### src/rtl/cdic_sector_scheduler.sv
// cdic_sector_scheduler: CD-i sector fetch scheduler.
// Sequences SEEK/PLAY/PAUSE/STOP commands against the 75 Hz sector tick and
// issues one fetch request per tick while playing. An unacknowledged request
// is held across ticks; ticks lost this way are overruns.
// Optional macro CDIC_SCHED_STATS_EN enables the saturating overrun counter
// on `missed`; without it `missed` reads 0.
module cdic_sector_scheduler #(
  parameter int unsigned SEEK_TICKS = 3,
  parameter int unsigned LBA_W      = 20
) (
  input  logic             clk,
  input  logic             reset_n,
  input  logic             sector_tick,
  input  logic             cmd_valid,
  output logic             cmd_ready,
  input  logic [1:0]       cmd_op,
  input  logic [LBA_W-1:0] cmd_lba,
  output logic             fetch_req,
  output logic [LBA_W-1:0] fetch_lba,
  input  logic             fetch_ack,
  output logic             sector_irq,
  output logic [LBA_W-1:0] cur_lba,
  output logic [1:0]       state,
  output logic [7:0]       missed
);

  typedef enum logic [1:0] {
    IDLE    = 2'd0,
    SEEKING = 2'd1,
    PLAYING = 2'd2,
    PAUSED  = 2'd3
  } state_t;

  typedef enum logic [1:0] {
    OP_STOP  = 2'd0,
    OP_PLAY  = 2'd1,
    OP_SEEK  = 2'd2,
    OP_PAUSE = 2'd3
  } op_t;

  state_t           state_q, state_d;
  logic [LBA_W-1:0] cur_lba_q, cur_lba_d;
  logic [3:0]       seek_cnt_q, seek_cnt_d;
  logic             fetch_req_q, fetch_req_d;
  logic [LBA_W-1:0] fetch_lba_q, fetch_lba_d;
  logic             sector_irq_q, sector_irq_d;
`ifdef CDIC_SCHED_STATS_EN
  logic [7:0]       missed_q, missed_d;
`endif

  // Register all scheduler state; synchronous active-low reset.
  always_ff @(posedge clk) begin
    if (!reset_n) begin
      state_q      <= IDLE;
      cur_lba_q    <= '0;
      seek_cnt_q   <= '0;
      fetch_req_q  <= 1'b0;
      fetch_lba_q  <= '0;
      sector_irq_q <= 1'b0;
`ifdef CDIC_SCHED_STATS_EN
      missed_q     <= '0;
`endif
    end else begin
      state_q      <= state_d;
      cur_lba_q    <= cur_lba_d;
      seek_cnt_q   <= seek_cnt_d;
      fetch_req_q  <= fetch_req_d;
      fetch_lba_q  <= fetch_lba_d;
      sector_irq_q <= sector_irq_d;
`ifdef CDIC_SCHED_STATS_EN
      missed_q     <= missed_d;
`endif
    end
  end

  // Next-state: commands take priority over a coincident tick; the pending
  // request retires only on ack, independent of state changes.
  always_comb begin
    state_d      = state_q;
    cur_lba_d    = cur_lba_q;
    seek_cnt_d   = seek_cnt_q;
    fetch_req_d  = fetch_req_q & ~fetch_ack;
    fetch_lba_d  = fetch_lba_q;
    sector_irq_d = fetch_req_q & fetch_ack;
`ifdef CDIC_SCHED_STATS_EN
    missed_d     = missed_q;
`endif
    if (cmd_valid) begin
      case (op_t'(cmd_op))
        OP_STOP: state_d = IDLE;
        OP_PLAY: begin
          if (state_q == IDLE || state_q == PAUSED) state_d = PLAYING;
        end
        OP_SEEK: begin
          cur_lba_d  = cmd_lba;
          seek_cnt_d = 4'(SEEK_TICKS);
          state_d    = SEEKING;
        end
        OP_PAUSE: begin
          if (state_q == PLAYING) state_d = PAUSED;
        end
        default: ;
      endcase
    end else if (sector_tick) begin
      case (state_q)
        SEEKING: begin
          seek_cnt_d = seek_cnt_q - 4'd1;
          if (seek_cnt_q <= 4'd1) begin
            seek_cnt_d = '0;
            state_d    = PLAYING;
          end
        end
        PLAYING: begin
          cur_lba_d = cur_lba_q + LBA_W'(1);
          if (fetch_req_q && !fetch_ack) begin
`ifdef CDIC_SCHED_STATS_EN
            if (missed_q != 8'hFF) missed_d = missed_q + 8'd1;
`endif
          end else begin
            fetch_req_d = 1'b1;
            fetch_lba_d = cur_lba_q;
          end
        end
        default: ;
      endcase
    end
  end

  assign cmd_ready  = 1'b1;
  assign fetch_req  = fetch_req_q;
  assign fetch_lba  = fetch_lba_q;
  assign sector_irq = sector_irq_q;
  assign cur_lba    = cur_lba_q;
  assign state      = state_q;
`ifdef CDIC_SCHED_STATS_EN
  assign missed     = missed_q;
`else
  assign missed     = '0;
`endif

endmodule

### config.mk
export PLATFORM = sky130hd
export DESIGN_NAME = cdic_sector_scheduler
export DESIGN_NICKNAME = d
export VERILOG_FILES = /design/src/rtl/cdic_sector_scheduler.sv
export SDC_FILE = /design/constraint.sdc
export NUM_CORES = 1
export LEC_CHECK = 0
export ABC_AREA = 1
export CAP_MARGIN = 20
export CORE_AREA = 2 2 77 79
export CTS_BUF_LIST = sky130_fd_sc_hd__clkbuf_4 sky130_fd_sc_hd__clkbuf_8
export DETAILED_ROUTE_END_ITERATION = 10
export DIE_AREA = 0 0 79 81
export PLACE_DENSITY = 0.81
export SLEW_MARGIN = 20
export SYNTH_ARGS = -nofsm -noshare
export SYNTH_HDL_FRONTEND = slang
export SYNTH_SLANG_ARGS = --single-unit
### constraint.sdc
create_clock -name clk -period 1.9 [get_ports clk]
set_input_delay 0.19 -clock clk [delete_from_list [all_inputs] [get_ports clk]]
set_output_delay 0.19 -clock clk [all_outputs]
set_load 0.01 [all_outputs]
==> metrics.txt <==
Post-synth EDFFs 0; leak pwr 0.00135 uW; Syn. warnings 0; register area share after synthesis 36.2%; Final TNS setup 0 ns; Syn-to-layout area delta 30.7%; Synth area leaders dfxtp_1 36%, nand2_1 12%, a21oi_1 7.2%; Routed Antenna Nets 0; Slowest-stage cell, CP clkdlybuf4s50_1; # DRC 0; critical path's top delay family buffers and inverters; Crit path buffers/inverters 1; routed via count 2714; Worst path max stage delay 0.61 ns; Hold Path Class input pin to register; maximum clock rate 0.602 GHz; maximum vdd drop 0.000312 V; max cap viols 0; final worst path period need 1.66 ns; Post-Syn Area per Cell 6.98 sq um; combinational cell fraction of total power 18.3%; Die ar. 6400 sq um; critical path class register to output pin; flop2flop setup slack 0.31 ns; prevailing post-synth register cell dfxtp_1; number of setup buffers added after CTS 0; status finished clean; Final setup violation count 0; endpoints failing hold 0; worst skew pair latency 0.31 ns; GRT overflow 0; Die W 79 um; worst r2r src state[0]$_SDFFE_PN0P_; pin count of the biggest net entering global routing 38; element type at the critical path start register; TritonCTS clock tree done; WP data required 1.71 ns; asr flop ratio synth 0%; Longest Clk Path Bufs 2; hold path depth 3; RSZ-0062 raised after global routing false; largest area contributor in the netlist dfxtp_1; CORE AREA 5680 sq um; Pre-antenna DRT Iters 5; vias in the first global route 2383; Num Clock Sinks 48; final RePlAce weighted congestion 0.862; Cells after Synth 380; # resized after CTS 0; Starting Density 46.7%; hold wc startpoint fetch_ack; Yosys reg bits 48; CP Data Arrival Time 1.47 ns; IO buf count 70; power density over cell area 610 nW/um^2; drt total wl 6730 um; Flop pwr share 51.7%; Clk pin slew, worst setup/hold paths 0.10 ns; FP Rows 28; CTS Buf Count 5; Vias/cell 5.18; crit path capture type output pin; Internal 1500 uW; layout cell share with drive strength beyond 1 9.35%; Post-DP HPWL 4880 um; Setup WS pre-CTS 0.193 ns; clock skew 0.0111 ns; first-pass GRT wire length 11000 um; Crit Path Max Fanout 8; # diodes 0; DRT iter0 DRCs 263; sw power 612 uW; CTS H-Tree Depth 2; GRT Overall Usage 21.5%; Worst Hold Path EP sector_irq$_SDFF_PN0_; Post-layout nets 480; Hold Buf Count CTS 0; I/O pin count 80; Final Worst Setup Slack 0.238 ns; Post-Syn Area 2650 sq um; depth of the most critical reg-to-reg path 8; Root Buffer clkbuf_8; sw frac 29.0%; share of the synthesized area in the top cell type 36.2%; Avg WL per Cell 12.8 um; fin crit share 87.5%; die height 81 um; initial antenna violation count 0; cell breakdown of the critical path clkdlybuf4s50_1; Clk pwr share 30.0%; Synth cell types 37; FF-to-FF End cur_lba[8]$_SDFFE_PN0P_; fin. max-slew vios 0
## cell usage after synthesis (2+ instances only)
library cell and number:
o22ai_1 2, clkbuf_1 3, nand3b_1 2, nand4_1 5
nor2_4 4, buf_6 4, o211ai_1 2, o21ai_1 8
nor2_1 43, buf_2 4, a21oi_2 3, nand2_4 2
conb_1 2, a31oi_1 2, nand3_1 18, nand2_1 82
nand3_2 4, nor2_2 2, nor3_1 2, inv_1 34
dfxtp_1 48, a221oi_1 2, inv_2 4, o21ai_0 32
ha_1 5, buf_4 13, a21oi_1 38
## placed cells by master, fill, tap and decap left out, types with 4 or more instances in the layout
master	instances
nand2_1	82
clkdlybuf4s50_1	70
dfxtp_1	48
nor2_1	43
a21oi_1	38
inv_1	34
o21ai_0	32
nand3_1	18
conb_1	9
o21ai_1	8
buf_4	8
nand4_1	5
ha_1	5
clkbuf_8	5
inv_2	4
nor2_4	4
nand3_2	4
## routing by layer
metal	vias up	GRT usage, %	routed length, um
met1	1228	29.4	3030
li1	1354	-	-
met3	14	4.00	466
met4	0	8.45	154
met5	-	0	0
met2	118	33.6	3080
## final cells by class
| class | count | area, sq um |
|---|---|---|
| clock buffers | 5 | 68.8 |
| clock inverters | 3 | 22.5 |
| fillers | 516 | 2210 |
| inverters | 40 | 153 |
| multi-input cells | 274 | 1390 |
| flip-flops and latches | 48 | 961 |
| well taps | 75 | 93.8 |
| repair buffers | 79 | 781 |
## registers in the layout, summed over array words and instances (netlist names)
name and flops:
seek_cnt_q 4, cur_lba 20, sector_irq 1, state 2, fetch_lba 20, fetch_req 1
## power by group through the flow
| stage | registers, uW | clock network [uW] | logic [uW] |
|---|---|---|---|
| 6_report | 1090 | 635 | 386 |
| 3_3_place_gp | 1110 | 0 | 377 |
| 5_1_grt | 1100 | 681 | 429 |
| 3_5_place_dp | 1110 | 0 | 384 |
| 4_1_cts | 1090 | 637 | 387 |
| 2_1_floorplan | 1120 | 0 | 211 |
## worst reg2reg max path, delay by kind of cell (launching register included)
| family | cells | cell delay [ns] |
|---|---|---|
| AO/OA/AOI/OAI | 2 | 0.22 |
| adder cells (fa/ha/maj) | 1 | 0.24 |
| buffers and inverters | 2 | 0.36 |
| flip-flops | 1 | 0.39 |
| AND/OR/NAND/NOR | 3 | 0.28 |
## logic make-up (layout without fill, tap and decap cells)
group	Yosys count	in the layout	synth area share [%]
compound gates	90	90	18.2
xor+xnor	1	1	0.330
fa+ha+maj	5	5	2.36
buf+inv	65	127	12.5
flops	48	48	36.2
other cells	2	9	0.283
simple gates	169	169	30.1
## per-stage QoR
step | std cells | util (%) | power [uW] | area, sq um | hold slack (ns)
floorplan | 387 | - | 1330 | 2680 | 0.313
global placement | 516 | 59.5 | 1490 | 3370 | 0.436
detailed placement | 516 | 59.5 | 1500 | 3370 | 0.439
CTS | 524 | 61.1 | 2110 | 3470 | 0.452
global route | 524 | 61.1 | 2210 | 3470 | 0.465
finish | 524 | 61.1 | 2110 | 3470 | 0.442
## how the worst max path moves through the flow
stage	slack, ns	endpoint	cells past startpoint	from
after floorplan	0.50	cur_lba[14]$_SDFFE_PN0P_	10	cur_lba[1]$_SDFFE_PN0P_
after global placement	0.20	cur_lba[8]$_SDFFE_PN0P_	8	cmd_valid
after detailed placement	0.19	cur_lba[8]$_SDFFE_PN0P_	8	cmd_valid
after CTS	0.26	cur_lba[16]	1	cur_lba[16]$_SDFFE_PN0P_
after global routing	0.14	cur_lba[8]$_SDFFE_PN0P_	8	state[0]$_SDFFE_PN0P_
final	0.24	cur_lba[16]	1	cur_lba[16]$_SDFFE_PN0P_
(Power assumes the default switching activity.)
